--- src/rtl/read.sv ---
// Operand-fetch stage: reads up to three source operands from the integer and float register
// files through one read port each, forwarding results the writeback stage commits meanwhile.
module read (
  input  logic        clk,
  input  logic        rstn,
  input  logic        enable,
  output logic        done,
  input  logic [5:0]  rselector,
  input  logic [4:0]  rs1,
  input  logic [4:0]  rs2,
  input  logic [4:0]  rs3,
  output logic        rgenable,
  output logic [4:0]  rgreg,
  input  logic [31:0] rgdata,
  output logic        rfenable,
  output logic [4:0]  rfreg,
  input  logic [31:0] rfdata,
  input  logic        wgenable,
  input  logic [4:0]  wgreg,
  input  logic [31:0] wgdata,
  input  logic        wfenable,
  input  logic [4:0]  wfreg,
  input  logic [31:0] wfdata,
  output logic [31:0] data1,
  output logic [31:0] data2,
  output logic [31:0] data3
);

  typedef enum logic [1:0] {StIdle, StIssue, StDone} state_e;

  state_e            state_q, state_d;
  logic [2:0][4:0]   rs_q, rs_d;
  logic [2:0][31:0]  data_q, data_d;
  // Pending operands per register file; the lowest set bit is the next read to issue.
  logic [2:0]        ipend_q, ipend_d, fpend_q, fpend_d;
  // Read in flight (issued last cycle): operand index and any value forwarded at issue.
  logic              iv_q, iv_d, fv_q, fv_d;
  logic [1:0]        iop_q, iop_d, fop_q, fop_d;
  logic              ifv_q, ifv_d, ffv_q, ffv_d;
  logic [31:0]       ifd_q, ifd_d, ffd_q, ffd_d;

  logic [1:0]        ihead, fhead;
  logic [2:0][4:0]   rs_in;

  function automatic logic [1:0] first_set(input logic [2:0] m);
    if (m[0]) return 2'd0;
    if (m[1]) return 2'd1;
    return 2'd2;
  endfunction

  assign ihead = first_set(ipend_q);
  assign fhead = first_set(fpend_q);
  assign rs_in = {rs3, rs2, rs1};

  always_comb begin
    state_d = state_q;
    rs_d    = rs_q;
    data_d  = data_q;
    ipend_d = ipend_q;
    fpend_d = fpend_q;
    iv_d    = 1'b0;
    fv_d    = 1'b0;
    iop_d   = iop_q;
    fop_d   = fop_q;
    ifv_d   = 1'b0;
    ffv_d   = 1'b0;
    ifd_d   = ifd_q;
    ffd_d   = ffd_q;

    unique case (state_q)
      StIdle: begin
        if (enable) begin
          rs_d    = rs_in;
          data_d  = '0;
          ipend_d = '0;
          fpend_d = '0;
          for (int i = 0; i < 3; i++) begin
            if (rselector[2*i +: 2] == 2'd1 && rs_in[i] != 5'd0) ipend_d[i] = 1'b1;
            if (rselector[2*i +: 2] == 2'd2) fpend_d[i] = 1'b1;
          end
          state_d = (ipend_d == '0 && fpend_d == '0) ? StDone : StIssue;
        end
      end
      StIssue: begin
        // Capture: a write landing now beats anything recorded at issue time.
        if (iv_q) begin
          if (wgenable && wgreg == rs_q[iop_q] && rs_q[iop_q] != 5'd0) data_d[iop_q] = wgdata;
          else if (ifv_q) data_d[iop_q] = ifd_q;
          else data_d[iop_q] = rgdata;
        end
        if (fv_q) begin
          if (wfenable && wfreg == rs_q[fop_q]) data_d[fop_q] = wfdata;
          else if (ffv_q) data_d[fop_q] = ffd_q;
          else data_d[fop_q] = rfdata;
        end
        if (ipend_q != '0) begin
          ipend_d[ihead] = 1'b0;
          iv_d  = 1'b1;
          iop_d = ihead;
          ifv_d = wgenable && wgreg == rs_q[ihead] && rs_q[ihead] != 5'd0;
          ifd_d = wgdata;
        end
        if (fpend_q != '0) begin
          fpend_d[fhead] = 1'b0;
          fv_d  = 1'b1;
          fop_d = fhead;
          ffv_d = wfenable && wfreg == rs_q[fhead];
          ffd_d = wfdata;
        end
        // Nothing left to issue means this cycle only captures the final read.
        if (ipend_q == '0 && fpend_q == '0) state_d = StDone;
      end
      StDone:  state_d = StIdle;
      default: state_d = StIdle;
    endcase
  end

  always_ff @(posedge clk or negedge rstn) begin
    if (!rstn) begin
      state_q <= StIdle;
      rs_q    <= '0;
      data_q  <= '0;
      ipend_q <= '0;
      fpend_q <= '0;
      iv_q    <= 1'b0;
      fv_q    <= 1'b0;
      iop_q   <= '0;
      fop_q   <= '0;
      ifv_q   <= 1'b0;
      ffv_q   <= 1'b0;
      ifd_q   <= '0;
      ffd_q   <= '0;
    end else begin
      state_q <= state_d;
      rs_q    <= rs_d;
      data_q  <= data_d;
      ipend_q <= ipend_d;
      fpend_q <= fpend_d;
      iv_q    <= iv_d;
      fv_q    <= fv_d;
      iop_q   <= iop_d;
      fop_q   <= fop_d;
      ifv_q   <= ifv_d;
      ffv_q   <= ffv_d;
      ifd_q   <= ifd_d;
      ffd_q   <= ffd_d;
    end
  end

  always_comb begin
    rgenable = (state_q == StIssue) && (ipend_q != '0);
    rfenable = (state_q == StIssue) && (fpend_q != '0);
    rgreg    = rgenable ? rs_q[ihead] : 5'd0;
    rfreg    = rfenable ? rs_q[fhead] : 5'd0;
    done     = (state_q == StDone);
  end

  assign data1 = data_q[0];
  assign data2 = data_q[1];
  assign data3 = data_q[2];

endmodule

--- config.mk ---
export PLATFORM = sky130hd
export DESIGN_NAME = read
export DESIGN_NICKNAME = d
export VERILOG_FILES = /design/src/rtl/read.sv
export SDC_FILE = /design/constraint.sdc
export NUM_CORES = 1
export LEC_CHECK = 0
export ABC_AREA = 0
export CAP_MARGIN = 20
export CORE_MARGIN = 2
export CORE_UTILIZATION = 30
export CTS_CLUSTER_DIAMETER = 30
export DETAILED_ROUTE_END_ITERATION = 8
export GPL_ROUTABILITY_DRIVEN = 1
export SYNTH_ARGS = -nofsm -noshare
export SYNTH_HDL_FRONTEND = slang
export SYNTH_SLANG_ARGS = --single-unit
--- constraint.sdc ---
create_clock -name clk -period 5.95 [get_ports clk]
set_input_delay 1.19 -clock clk [delete_from_list [all_inputs] [get_ports clk]]
set_output_delay 1.19 -clock clk [all_outputs]
set_load 0.1 [all_outputs]
==> impl_results.md <==
* CP Capture Type: output port
* Via count at 11.5k
* Post-synth top cells: a21oi_1 (306), nand2_1 (199), dfrtp_1 (191)
* Grt total ovfl at 0
* CP Max Fanout at 51
* Worst-case clock skew at ~0.012 ns
* Status: completed
* Synth top area cells: dfrtp_1 (41%), a21oi_1 (13%), mux2i_1 (7.3%)
* H-tree levels at 4
* Number of setup violations in the final report at 0
* Met1 Resource Use GR at 0.302
* Max Cap Viol at 0
* PwrDens at 467 nW/um^2
* Area of the mapped netlist at roughly 12000 um^2
* M2 GR Usage at 0.350
* Worst-Margin Slew at 1.13 ns
* Share of layout cells above drive strength 1 at 0.0912
* Reg clk slew, reported paths at 0.07 ns
* FFs w/ async S/R, synth at 1.00
* Final Core Density at 0.401
* CTS tree: done
* Antenna viol nets, final at 0
* Final nets at 1664
* Min-delay worst type: flip-flop to flip-flop
* Hold buffer count at cts at 0
* Top-count cell post-synth: a21oi_1
* Post-cts resize count at 0
* Syn nets at between 1k and 1.5k
* Final Max Tran Viols at 0
* Postcts setup bufs at 0
* EDFF count, synth at 0
* Finished Layout Cells at 2033
* Vias in the first global route at 11.3k
* Rows at 72
* Sum Neg Setup Slack at 0 ns
* Synth warn at 0
* Fin crit share at 0.800
* Largest net degree at the start of global routing at 113
* Syn Area/Cell at 8.83 um^2
* Max_slew headroom at 0.245
* CP arrival at 3.57 ns
* Family with the most delay on the worst path: buffers and inverters
* CP bufs+invs at 2
* Final worst setup slack at 1.19 ns
* Top FF cell, synth: dfrtp_1
* Initial antenna violation count at 2
* Tmin final at 4.76 ns
* Die area at 40300 um^2
* WL/cell at 21.9 um
* DR pass1 iterations at 5
* Area grow syn2layout at 32.8%
* Crit path cell chain: nor2b_4 -> buf_4 -> nand2b_2 -> nor2_1 -> clkdlybuf4s50_1
* Gr usage total at 0.220
* TritonCTS buffer count at 17
* Area leader, netlist: dfrtp_1
* Seq/Total Area, Yosys at 0.411
* Synthesized flop and latch total at 191
* Starting Density at 0.302
* Final WL at between 40000 and 50000 um
* Die Width at 201 um
* DP HPWL at 29500 um
* Crit Path Category: flip-flop to output port
* Iter 0 DRT Violations at 957
* Cells after DPL at 1994
* Residual DRC at 0
* Clk buf depth at 2
* Buffers on Ports at 272
* I/O pins at ~270
* Unrepaired setup endpoints after global routing: false
* First-pass GRT wire length at 69500 um
* M3 GR Usage at 0.0471
* Worst path required time at about 4.8 ns
* Die Span Y at 201 um
* Core Area at 38500 um^2
* Post-synth top area share at 0.411
* Number of distinct library cells after synthesis at 45
* Num Clock Sinks at 191
* Lkg Pwr at between 5 and 6 nW
* Max incr delay on CP at around 1.2 ns
* Final Hold Fails at 0
* Crit path max-delay cell type: clkdlybuf4s50_1
* Pre-CTS WS at 1.68 ns
* Max IR drop VDD at approximately 0.30 mV
* Gpl congestion at between 0.8 and 0.9
* Worst Setup Start Kind: flip-flop
* Worst-skew pair later-pin latency at 0.46 ns
* Synthesized instance count at 1315
* Vias/cell at approximately 5.7
* Gr busiest metal: met2
* Peak Freq at 210 MHz
* Root buffer cell: clkbuf_16
==> report_power, final <==
part	switching, W	internal [W]
clock network	0.000541	0.000696
registers	0.000403	0.00169
logic	0.00274	0.00114
==> cell type report <==
class                      count  area, um^2
sequential                   191        4780
antenna                        2        5.00
tap                          518         648
inverter                      10        37.5
fill                        3842       23000
timing repair buffer         293        2990
multi-input combinational    987        6360
clock buffer                  23         478
clock inverter                 9         133
==> worst reg2reg max path, delay by kind of cell (launching register included) <==
kind / cells / cell delay (ns)
compound gates: 3 / 0.70
buf+inv: 2 / 0.71
flops: 1 / 0.75
simple gates: 4 / 1.56
==> kinds of logic after synthesis <==
group | after synthesis | synth area share
buffers and inverters | 137 | 0.0502
flip-flops | 191 | 0.411
AND/OR/NAND/NOR | 273 | 0.0981
XOR/XNOR | 18 | 0.0136
multiplexers | 132 | 0.119
AO/OA/AOI/OAI | 564 | 0.308
==> sequential cells by signal, indices dropped and copies added, names as in the netlist <==
name and cells:
iop_q 2, ifv_q 1, iv_q 1, fop_q 2, state_q 2, rs_q 15, data2 32, ifd_q 32
ipend_q 3, ffd_q 32, fv_q 1, data1 32, fpend_q 3, ffv_q 1, data3 32
==> stage by stage <==
step	area, um^2	hold slack (ns)	power [W]
after global routing	15400	0.497	0.00765
after floorplan	11600	0.440	0.00470
after CTS	15300	0.475	0.00714
after global placement	14700	0.451	0.00579
final	15400	0.470	0.00721
after detailed placement	14700	0.457	0.00588
==> layout by cell type, fill, tap and decap left out, types with 3 or more instances in the layout <==
master / count
a221oi_2: 15
o21ai_4: 3
o21ai_0: 44
buf_16: 3
o211ai_1: 98
clkbuf_16: 17
inv_1: 8
clkdlybuf4s50_1: 269
nand3_1: 3
nor2_1: 31
or4_1: 4
buf_12: 4
nor2b_1: 3
nand3b_1: 3
xor2_1: 8
nand2_1: 198
a21oi_1: 305
clkbuf_8: 4
o22ai_1: 4
a211oi_1: 3
mux2i_1: 85
mux2_2: 47
o2bb2ai_1: 3
dfrtp_1: 189
a221oi_1: 80
nor3_1: 7
buf_4: 16
clkbuf_1: 3
xnor2_1: 10
bufinv_16: 3
nand2b_1: 4
==> per-layer routing <==
| layer | part of all wire | wire length [um] |
|---|---|---|
| met1 | 0.45 | 20100 |
| met2 | 0.46 | 20600 |
| met3 | 0.070 | 3100 |
| met4 | 0.018 | 819 |
| met5 | 0 | 0 |
==> worst paths after layout <==
path,slack (ns),depth (start not counted),end,from
max,1.19,5,rfreg[3],state_q[0]
min,0.47,2,ffd_q[7],ffd_q[7]
max reg2reg,2.12,9,data2[21],iop_q[1]
min reg2reg,0.47,2,ffd_q[7],ffd_q[7]
max in group asynchronous,4.08,2,ifv_q,rstn
min in group asynchronous,0.75,1,ffd_q[6],rstn
Power figures use the tool's default switching activity.
